<file path="src/rtl/regfile_mp_sb.sv">
// rtl/regfile_mp_sb.sv - multi-read, dual-write register file with busy scoreboard
// Port 1 (memory writeback) wins write collisions and bypass priority over port 0 (ALU).
module regfile_mp_sb #(
  parameter int DATA_W   = 32,
  parameter int DEPTH    = 32,
  parameter int NUM_RD   = 2,
  parameter int BYPASS   = 1,
  parameter int ZERO_REG = 1,
  localparam int ADDR_W  = (DEPTH > 1) ? $clog2(DEPTH) : 1
) (
  input  logic                     clk,
  input  logic                     rst,
  input  logic [NUM_RD*ADDR_W-1:0] raddr,
  output logic [NUM_RD*DATA_W-1:0] rdata,
  output logic [NUM_RD-1:0]        rbusy,
  input  logic                     we0,
  input  logic [ADDR_W-1:0]        waddr0,
  input  logic [DATA_W-1:0]        wdata0,
  input  logic                     we1,
  input  logic [ADDR_W-1:0]        waddr1,
  input  logic [DATA_W-1:0]        wdata1,
  input  logic                     rsv_en,
  input  logic [ADDR_W-1:0]        rsv_addr,
  output logic                     any_busy
);

  localparam logic [ADDR_W:0] depthLim = (ADDR_W + 1)'(DEPTH);

  logic [DEPTH-1:0][DATA_W-1:0] mem;
  logic [DEPTH-1:0]             busy;
  logic [DEPTH-1:0]             wrHit0, wrHit1, rsvHit;

  // Addresses that name real, writable storage; out-of-range and the zero register are excluded.
  function automatic logic addrLive(input logic [ADDR_W-1:0] a);
    return ({1'b0, a} < depthLim) && !((ZERO_REG != 0) && (a == '0));
  endfunction

  always_comb begin
    wrHit0 = '0;
    wrHit1 = '0;
    rsvHit = '0;
    for (int r = 0; r < DEPTH; r++) begin
      if (!((ZERO_REG != 0) && (r == 0))) begin
        wrHit0[r] = we0    && (waddr0   == ADDR_W'(r));
        wrHit1[r] = we1    && (waddr1   == ADDR_W'(r));
        rsvHit[r] = rsv_en && (rsv_addr == ADDR_W'(r));
      end
    end
  end

  always_ff @(posedge clk or posedge rst) begin
    if (rst) begin
      mem  <= '0;
      busy <= '0;
    end else begin
      for (int r = 0; r < DEPTH; r++) begin
        if (wrHit1[r])      mem[r] <= wdata1;
        else if (wrHit0[r]) mem[r] <= wdata0;
        // A reserve on the same edge as a write means a newer producer was issued.
        if (rsvHit[r])                   busy[r] <= 1'b1;
        else if (wrHit0[r] || wrHit1[r]) busy[r] <= 1'b0;
      end
    end
  end

  for (genvar i = 0; i < NUM_RD; i++) begin : gRd
    logic [ADDR_W-1:0] a;
    logic              ok, byp0, byp1;

    assign a    = raddr[i*ADDR_W +: ADDR_W];
    assign ok   = !rst && addrLive(a);
    assign byp1 = (BYPASS != 0) && we1 && (waddr1 == a);
    assign byp0 = (BYPASS != 0) && we0 && (waddr0 == a);

    assign rdata[i*DATA_W +: DATA_W] = !ok  ? '0     :
                                       byp1 ? wdata1 :
                                       byp0 ? wdata0 : mem[a];
    assign rbusy[i] = ok && !byp1 && !byp0 && busy[a];
  end

  assign any_busy = |busy;

endmodule

</file>
<file path="config.mk">
export PLATFORM = sky130hd
export DESIGN_NAME = regfile_mp_sb
export DESIGN_NICKNAME = d
export VERILOG_FILES = /design/src/rtl/regfile_mp_sb.sv
export SDC_FILE = /design/constraint.sdc
export NUM_CORES = 2
export LEC_CHECK = 0
export CAP_MARGIN = 10
export CORE_MARGIN = 2
export CORE_UTILIZATION = 45
export CTS_BUF_LIST = sky130_fd_sc_hd__clkbuf_8 sky130_fd_sc_hd__clkbuf_16
export CTS_CLUSTER_DIAMETER = 100
export DETAILED_ROUTE_END_ITERATION = 12
export SYNTH_ARGS = -nofsm -noshare
export SYNTH_HDL_FRONTEND = slang
export SYNTH_SLANG_ARGS = --single-unit
</file>
<file path="constraint.sdc">
create_clock -name clk -period 93.1 [get_ports clk]
set_input_delay 9.31 -clock clk [delete_from_list [all_inputs] [get_ports clk]]
set_output_delay 9.31 -clock clk [all_outputs]
set_load 0.005 [all_outputs]
</file>
==> results.yml <==
routing:
  routed_wl_um: 269000
  ant_nets: 0
  routedWlPerCell_um: 31.9
  viasPerCell: 6.62
  remaining_drc_errors: 0
  drt_iter0_drc: 7308
  vias: 55700
  first_pass_iters: 7
synthesis:
  syn_area_sq_um: 66000
  synthSimpleGateAreaFrac_pct: 9.57
  synth-seq-cells: 1023
  synth_most_common_cell: "mux2i_1"
  synth_edf_count: 0
  ys.flop_type: "dfrtp_1"
  synth_top_area_share_pct: 38.8
  synth_compound_area_share_pct: 13.3
  synth_top_family_by_area: "multiplexers"
  syn_inst: 6778
  synth-xor-area-share_pct: 0.265
  synth.area.top_cells: "dfrtp_1 (39%), mux2i_1 (24%), mux4_2 (6.1%)"
  synth-seq-area-share_pct: 38.8
  syn_avg_cell_area_sq_um: 9.74
  synthArstFlopShare_pct: 100
  synth_top_cell_by_area: "dfrtp_1"
  postSynthNetCount: 6872
  yosys.area_share.adder_pct: 0
  synth_cell_types: 57
  synth_common_cells: "mux2i_1 (1570), dfrtp_1 (1023), nand2_1 (593), nor2_1 (580), a21oi_1 (514)"
  synthMuxAreaShare_pct: 32.4
  yosys_warnings: 0
sta:
  worst_slack_ns: 69.43
  worstMarginPinSlew_ns: 1.39
  fin_worst_skew_ns: 0
  final_hold_viol_count: 0
  setup_violations: 0
  final.period_utilization_pct: 25.4
  fin_crit_ns: 23.67
  hold_slack_ns: 0.572
  slew_headroom_pct: 7.49
  fin_setup_tns_ns: 0
  clock.fmax_mhz: 42.2
  rsz0062_at_grt: "false"
  maxSlewViolCount: 0
clocking:
  cts_resized: 0
  cts_sinks: 1023
  postCtsHoldBufs: 0
  cts_tree: "yes"
  path_clk_slew_ns: 0.06
  numCtsBuffers: 118
  ctsRootBufferMaster: "clkbuf_16"
  clockBufferDepth: 3
  clk_latency_ns: 0.77
  cts_setup_buffers: 0
  h-tree-depth: 3
setup_path:
  timing.critical_path.buf_inv: 5
  worstRegToRegCells: 2
  cp.required_ns: 83.79
  cp.arrival_ns: 14.36
  cpPeakStageDelay_ns: 0.74
  cp_max_fo: 60
  critPathCaptureType: "primary output"
  path_cells: "clkbuf_8 -> buf_4 -> or2_4 -> o41ai_2 -> a21oi_2 -> buf_4 -> nand2b_2 -> buf_4 -> nor4_1 -> a221o_1 -> clkdlybuf4s50_1"
  path_delay_family: "buffers and inverters"
  worstSetupPathType: "in2out"
  slowest_stage: "or2_4"
  cp.depth: 11
  start_kind: "input pin"
  cp_common_cell: "buf_4"
power:
  p_leak_nw: 32.5
  p_per_area_nw_per_um2: 21.1
  p_total_mw: 1.52
  vdd_drop_max_mv: 0.0182
floorplanning:
  start_util_pct: 45.3
  core_sq_um: 146000
  die_width_um: 387
  die_h_um: 387
  rows: 140
  fp.dieArea_sq_um: 150000
  io_pins: 161
cells_and_area:
  regArea_sq_um: 25600
  area_growth_pct: 9.27
  fillers: 13200
  final_core_util_pct: 49.5
  final_cells: 8413
  multi_input_comb_area_sq_um: 37200
  postLayoutCellArea_sq_um: 72100
  layout.nets: 6486
  drive_above_1_share_pct: 11.4
placement:
  pre_cts_slack_ns: 69.66
  dpl.hpwl_um: 146000
  portBuffers: 160
  gp_congestion: 0.866
  dp.cells: 8189
  dpl_cell_area_sq_um: 68100
global_routing:
  antenna_found_initial: 8
  grt_pass1_vias: 53100
  gr-usage-all-layers_pct: 35.0
  grt_max_degree: 176
  grt_overflow: 0
  grt_pass1_wl_um: 386000
run_status:
  outcome: "finished, final reports clean"
worst_hold_path:
  hold_path_class: "reg2reg"
  holdPathStages: 1
run:
  maxCapViolCount: 0
[cells by family (layout without fill, tap and decap cells)]
family,count (synthesis),after routing
muxes,1868,1868
buffers and inverters,842,555
and+or+nand+nor,1505,1505
xor gates and xnor gates,20,20
AOI/OAI and AO/OA,1520,1520
other,0,5
DFF,1023,1023
[power breakdown]
part	switching, mW	internal (mW)
Combinational	0.187	0.190
Sequential	0.0961	0.563
Clock	0.207	0.279
[flip-flops by register name (all words and copies together), names as in the netlist]
register	cells
busy	31
mem	992
[final cells by class]
cell class,instances,share of cell area [%]
diodes,5,0.0173
clock buffers,154,4.80
clock inverters,65,0.762
inverters,9,0.0572
multi-input cells,4913,51.5
flip-flops and latches,1023,35.5
well taps,1917,3.33
repair buffers,327,4.02
[worst register-to-register path, stage by stage, from the launching register on]
cell and delay [ns]:
dfrtp_1 0.40, mux2i_1 0.16, o21ai_0 0.13
[path summary, 6_finish.rpt]
kind	from	endpoint	slack, ns
min in group asynchronous	rst	mem[391]	9.01
worst min register to register	busy[20]	busy[20]	0.57
worst max register to register	mem[95]	mem[95]	92.24
worst min-delay path	busy[20]	busy[20]	0.57
worst max-delay path	raddr[6]	rdata[60]	69.43
max in group asynchronous	rst	mem[372]	81.22
[layer usage]
layer | wire length [um] | global-route usage, % | share of wire (%) | vias to the layer above
met1 | 107000 | 47.4 | 40 | 27500
met2 | 115000 | 51.4 | 43 | 3542
li1 | - | - | - | 23800
met5 | 11 | 0 | 0.0041 | -
met3 | 29600 | 8.90 | 11 | 822
met4 | 16800 | 18.6 | 6.2 | 2
[layout by cell type (no fill, tap or decap), types with 21 or more instances in the layout]
cell             synthesis  routed
a221oi_1                54      54
clkbuf_16                0     119
dfrtp_1               1023    1023
mux4_2                 180     180
a221o_1                 22      22
o21ai_0                482     482
nor3_1                 168     167
nor2_4                   0      23
mux2i_1               1570    1570
nand2_1                593     560
a21oi_1                514     513
a211oi_1                21      21
a22oi_1                 32      32
nor2b_1                 43      42
inv_1                    9      34
nor2_1                 580     563
clkbuf_8                 0      36
nand2_4                  0      32
buf_4                   44     168
nor4_1                  33      33
o21ai_1                 24      24
mux2_2                 100     100
clkdlybuf4s50_1          0     150
o22ai_1                276     276
Power figures use the tool's default switching activity.
